--- src/rtl/pdc_pkg.sv ---
// rtl/pdc_pkg.sv - shared state encoding, default length and mask helper for the pattern detector
package pdc_pkg;

    typedef enum logic [1:0] {
        ST_IDLE       = 2'd0,
        ST_CONFIGURED = 2'd1,
        ST_RUN        = 2'd2,
        ST_DONE       = 2'd3
    } state_t;

    localparam int PDC_MAX_LEN = 8;
    localparam int MASK_W      = 16;

    // Mask with the low len bits set; wide enough for the largest legal pattern.
    function automatic logic [MASK_W-1:0] len_mask(input logic [4:0] len);
        logic [MASK_W-1:0] m;
        m = '0;
        for (int i = 0; i < MASK_W; i++) begin
            if (5'(i) < len) begin
                m[i] = 1'b1;
            end
        end
        return m;
    endfunction

endpackage

--- src/rtl/pattern_matcher.sv ---
// rtl/pattern_matcher.sv - history shift register, saturating seen counter and masked comparator
module pattern_matcher
    import pdc_pkg::*;
#(
    parameter int MAX_LEN = PDC_MAX_LEN,
    parameter int LEN_W   = $clog2(MAX_LEN) + 1
) (
    input  logic               clock,
    input  logic               reset,
    input  logic               clear,
    input  logic               shift,
    input  logic               in,
    input  logic [MAX_LEN-1:0] pattern,
    input  logic [LEN_W-1:0]   len,
    output logic               hit
);

    logic [MAX_LEN-1:0] hist;
    logic [MAX_LEN-1:0] hist_next;
    logic [LEN_W-1:0]   seen;
    logic [LEN_W:0]     seen_inc;
    logic [MASK_W-1:0]  mask;
    logic [MASK_W-1:0]  hist_ext;
    logic [MASK_W-1:0]  pat_ext;

    assign hist_next = {hist[MAX_LEN-2:0], in};
    assign seen_inc  = {1'b0, seen} + 1'b1;
    assign mask      = len_mask(5'(len));
    assign hist_ext  = MASK_W'(hist_next);
    assign pat_ext   = MASK_W'(pattern);

    // Compare against the post-shift history so the match is known in the sampling cycle.
    assign hit = shift
              && (seen_inc >= (LEN_W+1)'(len))
              && (((hist_ext ^ pat_ext) & mask) == '0);

    always_ff @(posedge clock or negedge reset) begin
        if (!reset) begin
            hist <= '0;
            seen <= '0;
        end else if (clear) begin
            hist <= '0;
            seen <= '0;
        end else if (shift) begin
            hist <= hist_next;
            if (seen != LEN_W'(MAX_LEN)) begin
                seen <= seen + 1'b1;
            end
        end
    end

endmodule

--- src/rtl/pattern_detector_ctrl.sv ---
// rtl/pattern_detector_ctrl.sv - config handshake, run control and match counting around pattern_matcher
module pattern_detector_ctrl
    import pdc_pkg::*;
#(
    parameter int MAX_LEN = PDC_MAX_LEN,
    parameter int LEN_W   = $clog2(MAX_LEN) + 1,
    parameter int CNT_W   = 8
) (
    input  logic               clock,
    input  logic               reset,
    input  logic               cfg_valid,
    output logic               cfg_ready,
    input  logic [MAX_LEN-1:0] cfg_pattern,
    input  logic [LEN_W-1:0]   cfg_len,
    input  logic [CNT_W-1:0]   cfg_target,
    output logic               cfg_err,
    input  logic               start,
    input  logic               abort,
    input  logic               in,
    input  logic               in_valid,
    output logic               out,
    output logic [CNT_W-1:0]   match_count,
    output logic               busy,
    output logic               done
);

    state_t state;
    state_t state_nxt;

    logic [MAX_LEN-1:0] pat_q;
    logic [LEN_W-1:0]   len_q;
    logic [CNT_W-1:0]   tgt_q;

    logic               cfg_fire;
    logic               cfg_len_ok;
    logic               cfg_take;
    logic               cfg_rej;
    logic               run_go;
    logic               shift;
    logic               hit;
    logic [CNT_W-1:0]   cnt_inc;
    logic               target_hit;

    assign cfg_ready  = (state != ST_RUN);
    assign cfg_fire   = cfg_valid && cfg_ready;
    assign cfg_len_ok = (cfg_len != '0) && (cfg_len <= LEN_W'(MAX_LEN));
    assign cfg_take   = cfg_fire && cfg_len_ok;
    assign cfg_rej    = cfg_fire && !cfg_len_ok;

    // An accepted config in the same cycle as start takes precedence.
    assign run_go = start && !cfg_take
                 && ((state == ST_CONFIGURED) || (state == ST_DONE));

    assign shift = (state == ST_RUN) && in_valid && !abort;

    assign cnt_inc    = (match_count == '1) ? match_count : match_count + 1'b1;
    assign target_hit = hit && (tgt_q != '0) && (cnt_inc == tgt_q);

    assign busy = (state == ST_RUN);
    assign done = (state == ST_DONE);

    pattern_matcher #(
        .MAX_LEN (MAX_LEN),
        .LEN_W   (LEN_W)
    ) u_matcher (
        .clock   (clock),
        .reset   (reset),
        .clear   (run_go),
        .shift   (shift),
        .in      (in),
        .pattern (pat_q),
        .len     (len_q),
        .hit     (hit)
    );

    always_comb begin
        state_nxt = state;
        case (state)
            ST_IDLE: begin
                if (cfg_take) state_nxt = ST_CONFIGURED;
            end
            ST_CONFIGURED: begin
                if (run_go) state_nxt = ST_RUN;
            end
            ST_RUN: begin
                if (abort)           state_nxt = ST_CONFIGURED;
                else if (target_hit) state_nxt = ST_DONE;
            end
            ST_DONE: begin
                if (cfg_take)    state_nxt = ST_CONFIGURED;
                else if (run_go) state_nxt = ST_RUN;
            end
            default: state_nxt = ST_IDLE;
        endcase
    end

    always_ff @(posedge clock or negedge reset) begin
        if (!reset) begin
            state <= ST_IDLE;
        end else begin
            state <= state_nxt;
        end
    end

    always_ff @(posedge clock or negedge reset) begin
        if (!reset) begin
            pat_q <= '0;
            len_q <= '0;
            tgt_q <= '0;
        end else if (cfg_take) begin
            pat_q <= cfg_pattern;
            len_q <= cfg_len;
            tgt_q <= cfg_target;
        end
    end

    always_ff @(posedge clock or negedge reset) begin
        if (!reset) begin
            out         <= 1'b0;
            cfg_err     <= 1'b0;
            match_count <= '0;
        end else begin
            out     <= hit;
            cfg_err <= cfg_rej;
            if (run_go) begin
                match_count <= '0;
            end else if (hit) begin
                match_count <= cnt_inc;
            end
        end
    end

endmodule

--- config.mk ---
export PLATFORM = sky130hd
export DESIGN_NAME = pattern_detector_ctrl
export DESIGN_NICKNAME = d
export VERILOG_FILES = /design/src/rtl/pdc_pkg.sv /design/src/rtl/pattern_matcher.sv /design/src/rtl/pattern_detector_ctrl.sv
export SDC_FILE = /design/constraint.sdc
export NUM_CORES = 1
export LEC_CHECK = 0
export ABC_AREA = 0
export CAP_MARGIN = 20
export CORE_MARGIN = 3
export CORE_UTILIZATION = 39
export CTS_CLUSTER_DIAMETER = 50
export DETAILED_ROUTE_END_ITERATION = 8
export PLACE_DENSITY = 0.67
export SETUP_SLACK_MARGIN = 0.05
export SYNTH_ARGS = -nofsm -noshare
export SYNTH_HDL_FRONTEND = slang
export SYNTH_HIERARCHICAL = 1
export SYNTH_SLANG_ARGS = --single-unit
--- constraint.sdc ---
create_clock -name clock -period 3.35 [get_ports clock]
set_clock_uncertainty 0.1 [all_clocks]
set_input_delay 0.67 -clock clock [delete_from_list [all_inputs] [get_ports clock]]
set_output_delay 0.67 -clock clock [all_outputs]
set_load 0.03 [all_outputs]
==> results.yml <==
setup_path:
  slowest_stage: "clkdlybuf4s50_1"
  worstPathArrival_ns: 2.69
  crit_required_ns: 3.44
  critPathMaxFanout: 3
  cp-start-kind: "input port"
  crit_chain: "clkdlybuf4s50_1, nor3b_1, o21ai_0, nor4_1, and3_1, o221ai_1, a31oi_1, o2111ai_1, o41ai_2"
  max_stage_delay_ns: 0.43
  crit_type: "input port to flip-flop"
  timing.critical_path.to_type: "flip-flop"
timing:
  fmax_mhz: 385
  hold_violations: 0
  setup_viol: 0
  slew_headroom_pct: 35.9
  worst_slew_pin_slew_ns: 0.961
  finalSetupTns_ns: 0
  fin_crit_ns: 2.60
  rsz0062_at_grt: "no"
  finalMaxSlewViolations: 0
  fin_ws_ns: 0.751
  post-route-period-util_pct: 77.6
clock_network:
  tritoncts: "built"
  numCtsBuffers: 5
  clockBufferDepth: 2
  cts_setup_buffers: 0
  cts_hold_buffers: 0
  cts.clk_slew.worst_paths_ns: 0.08
  cts_root_buffer: "clkbuf_8"
  clock_latency_ns: 0.28
  cts.repair.resized: 0
  cts.sinks: 43
  htreeDepth: 2
detailed_routing:
  remaining_drc_errors: 0
  drtIter0Drc: 48
  antenna_left: 0
  vias_per_cell: 5.41
  postRouteWirelength_um: 5080
  num_vias: 1915
  first_pass_iters: 5
  wl_per_cell_um: 14.4
logic_synthesis:
  synth-simple-area-share_pct: 16.9
  ys.flop_type: "dfrtp_1"
  synth_top_family_by_area: "simple AND/OR/NAND/NOR gates"
  synth-edff-count: 0
  yosysWarnings: 6
  synthTopCellsByArea: "dfrtp_1 43%, mux2_2 8.5%, xnor2_1 5.6%, mux2i_1 3.6%, ha_1 3.5%"
  synth.distinct_cells: 49
  synthAdderAreaFrac_pct: 3.50
  synth-compound-area-share_pct: 11.5
  synthXorXnorAreaFrac_pct: 8.04
  async_flop_share_pct: 100
  syn_nets: 274
  synth_seq_cells: 43
  synth_top_cell_area_share_pct: 43.0
  synthMuxAreaShare_pct: 12.1
  synth_cells: 240
  synth_area_leader_cell: "dfrtp_1"
  synth_area_sq_mm: 0.00250
  syn_area_per_cell_sq_um: 10.4
  seq_area_frac_synth_pct: 43.0
cells_and_area:
  antenna_cells: 0
  instances_no_fill: 354
  area_growth_pct: 20.6
  final_core_util_pct: 49.9
  nFillCells: 571
  multi_input_comb_area_sq_mm: 0.00130
  ff_latch_area_sq_mm: 0.00108
  layout_commonest_cell: "dfrtp_1"
  drive_gt1_share_pct: 15.1
  final_cell_mix: "43 x dfrtp_1, 38 x clkdlybuf4s50_1, 19 x mux2_2"
  final_nets: 313
place:
  routabilityCongestion: 0.843
  dp_cells: 347
  dp_slack_ns: 0.387
  io_buffers: 39
  dpl.hpwl_um: 3830
floorplanning:
  ioPinCount: 40
  initial_core_util_pct: 41.3
  fp-row-count: 28
  core_area_sq_mm: 0.00606
  dieHeight_um: 86.1
  die_area_sq_mm: 0.00742
  fp.dieW_um: 86.1
hold_path:
  holdCritPathClass: "flip-flop to flip-flop"
pwr:
  p_leak_nw: 1.28
  p_per_area_mw_per_mm2: 592
  ir_drop_mv: 0.325
status:
  outcome: "finished clean"
global_route:
  grtUsageTotal_pct: 14.3
  antenna_found_initial: 0
  grt_max_degree: 44
  grt_overflow: 0
  grt_pass1_vias: 1785
  grt_pass1_wl_um: 8490
job:
  drv_cap: 0
[final cells by class]
class                           count  share of cell area (%)
Multi-Input combinational cell    176                    43.1
Clock inverter                      1                   0.166
Sequential cell                    43                    35.6
Inverter                            8                   0.994
Tap cell                           75                    3.11
Clock buffer                        6                    2.73
Timing Repair Buffer               45                    14.2
[path summary, 6_finish.rpt]
check	from	endpoint	slack (ns)	cells after the start
hold reg to reg	state[1]	state[1]	0.41	1
setup reg to reg	state[0]	state[0]	0.84	9
max in group asynchronous	reset	u_matcher/seen[0]	2.12	1
min in group asynchronous	reset	match_count[5]	0.43	1
setup / recovery	abort	state[0]	0.75	9
hold / removal	state[1]	state[1]	0.41	1
[through the flow]
stage / hold slack [ns] / total power [W] / instance area [sq um]
after floorplan: 0.274 / 0.00127 / 2500
after global placement: 0.381 / 0.00146 / 2930
after detailed placement: 0.391 / 0.00148 / 2930
after CTS: 0.409 / 0.00181 / 3020
after global routing: 0.421 / 0.00193 / 3020
final: 0.406 / 0.00179 / 3020
[cell usage after synthesis (2+ instances only)]
cell,n
ha_1,7
nand3_1,10
mux2i_1,9
o211ai_1,2
buf_2,4
and4_1,2
nand2b_1,8
a211oi_1,2
nand4_1,2
xor2_1,7
buf_6,3
and3_1,3
mux2_2,19
dfrtp_1,43
nor2_1,15
buf_4,2
inv_1,8
o2111ai_1,2
a21o_1,3
nand2_1,10
nor3_1,7
a31oi_1,4
clkbuf_1,2
a21oi_1,7
xnor2_1,16
or4_1,3
and3_2,2
o21ai_0,17
[power breakdown]
| group | internal (W) | switching (W) | total (W) | leakage, nW |
|---|---|---|---|---|
| Combinational | 0.000344 | 0.000307 | 0.000651 | 0.686 |
| Sequential | 0.000655 | 0.000153 | 0.000808 | 0.547 |
| Clock | 0.000162 | 0.000167 | 0.000329 | 0.0470 |
[kinds of logic (layout without fill, tap and decap cells)]
group | count (synthesis) | in the layout
AOI/OAI and AO/OA | 45 | 45
and+or+nand+nor | 73 | 73
adders and majority gates | 7 | 7
muxes | 28 | 28
DFF | 43 | 43
buffers and inverters | 21 | 60
xor gates and xnor gates | 23 | 23
[sequential cells by signal, summed over array words and instances, names as in the netlist]
signal          count
len_q               4
pat_q               8
cfg_err             1
match_count         8
out                 1
tgt_q               8
u_matcher/seen      4
state               2
u_matcher/hist      7
[metal layers]
metal	GRT usage, %	routed length, um
met1	18.1	2220
met2	24.5	2510
met3	2.88	273
met4	4.32	79
met5	0	0
[worst max-delay path, delay by kind of cell]
family / cells / cell delay (ns)
AOI/OAI and AO/OA: 5 / 0.88
and+or+nand+nor: 3 / 0.72
buffers and inverters: 1 / 0.43
(Power assumes the default switching activity.)
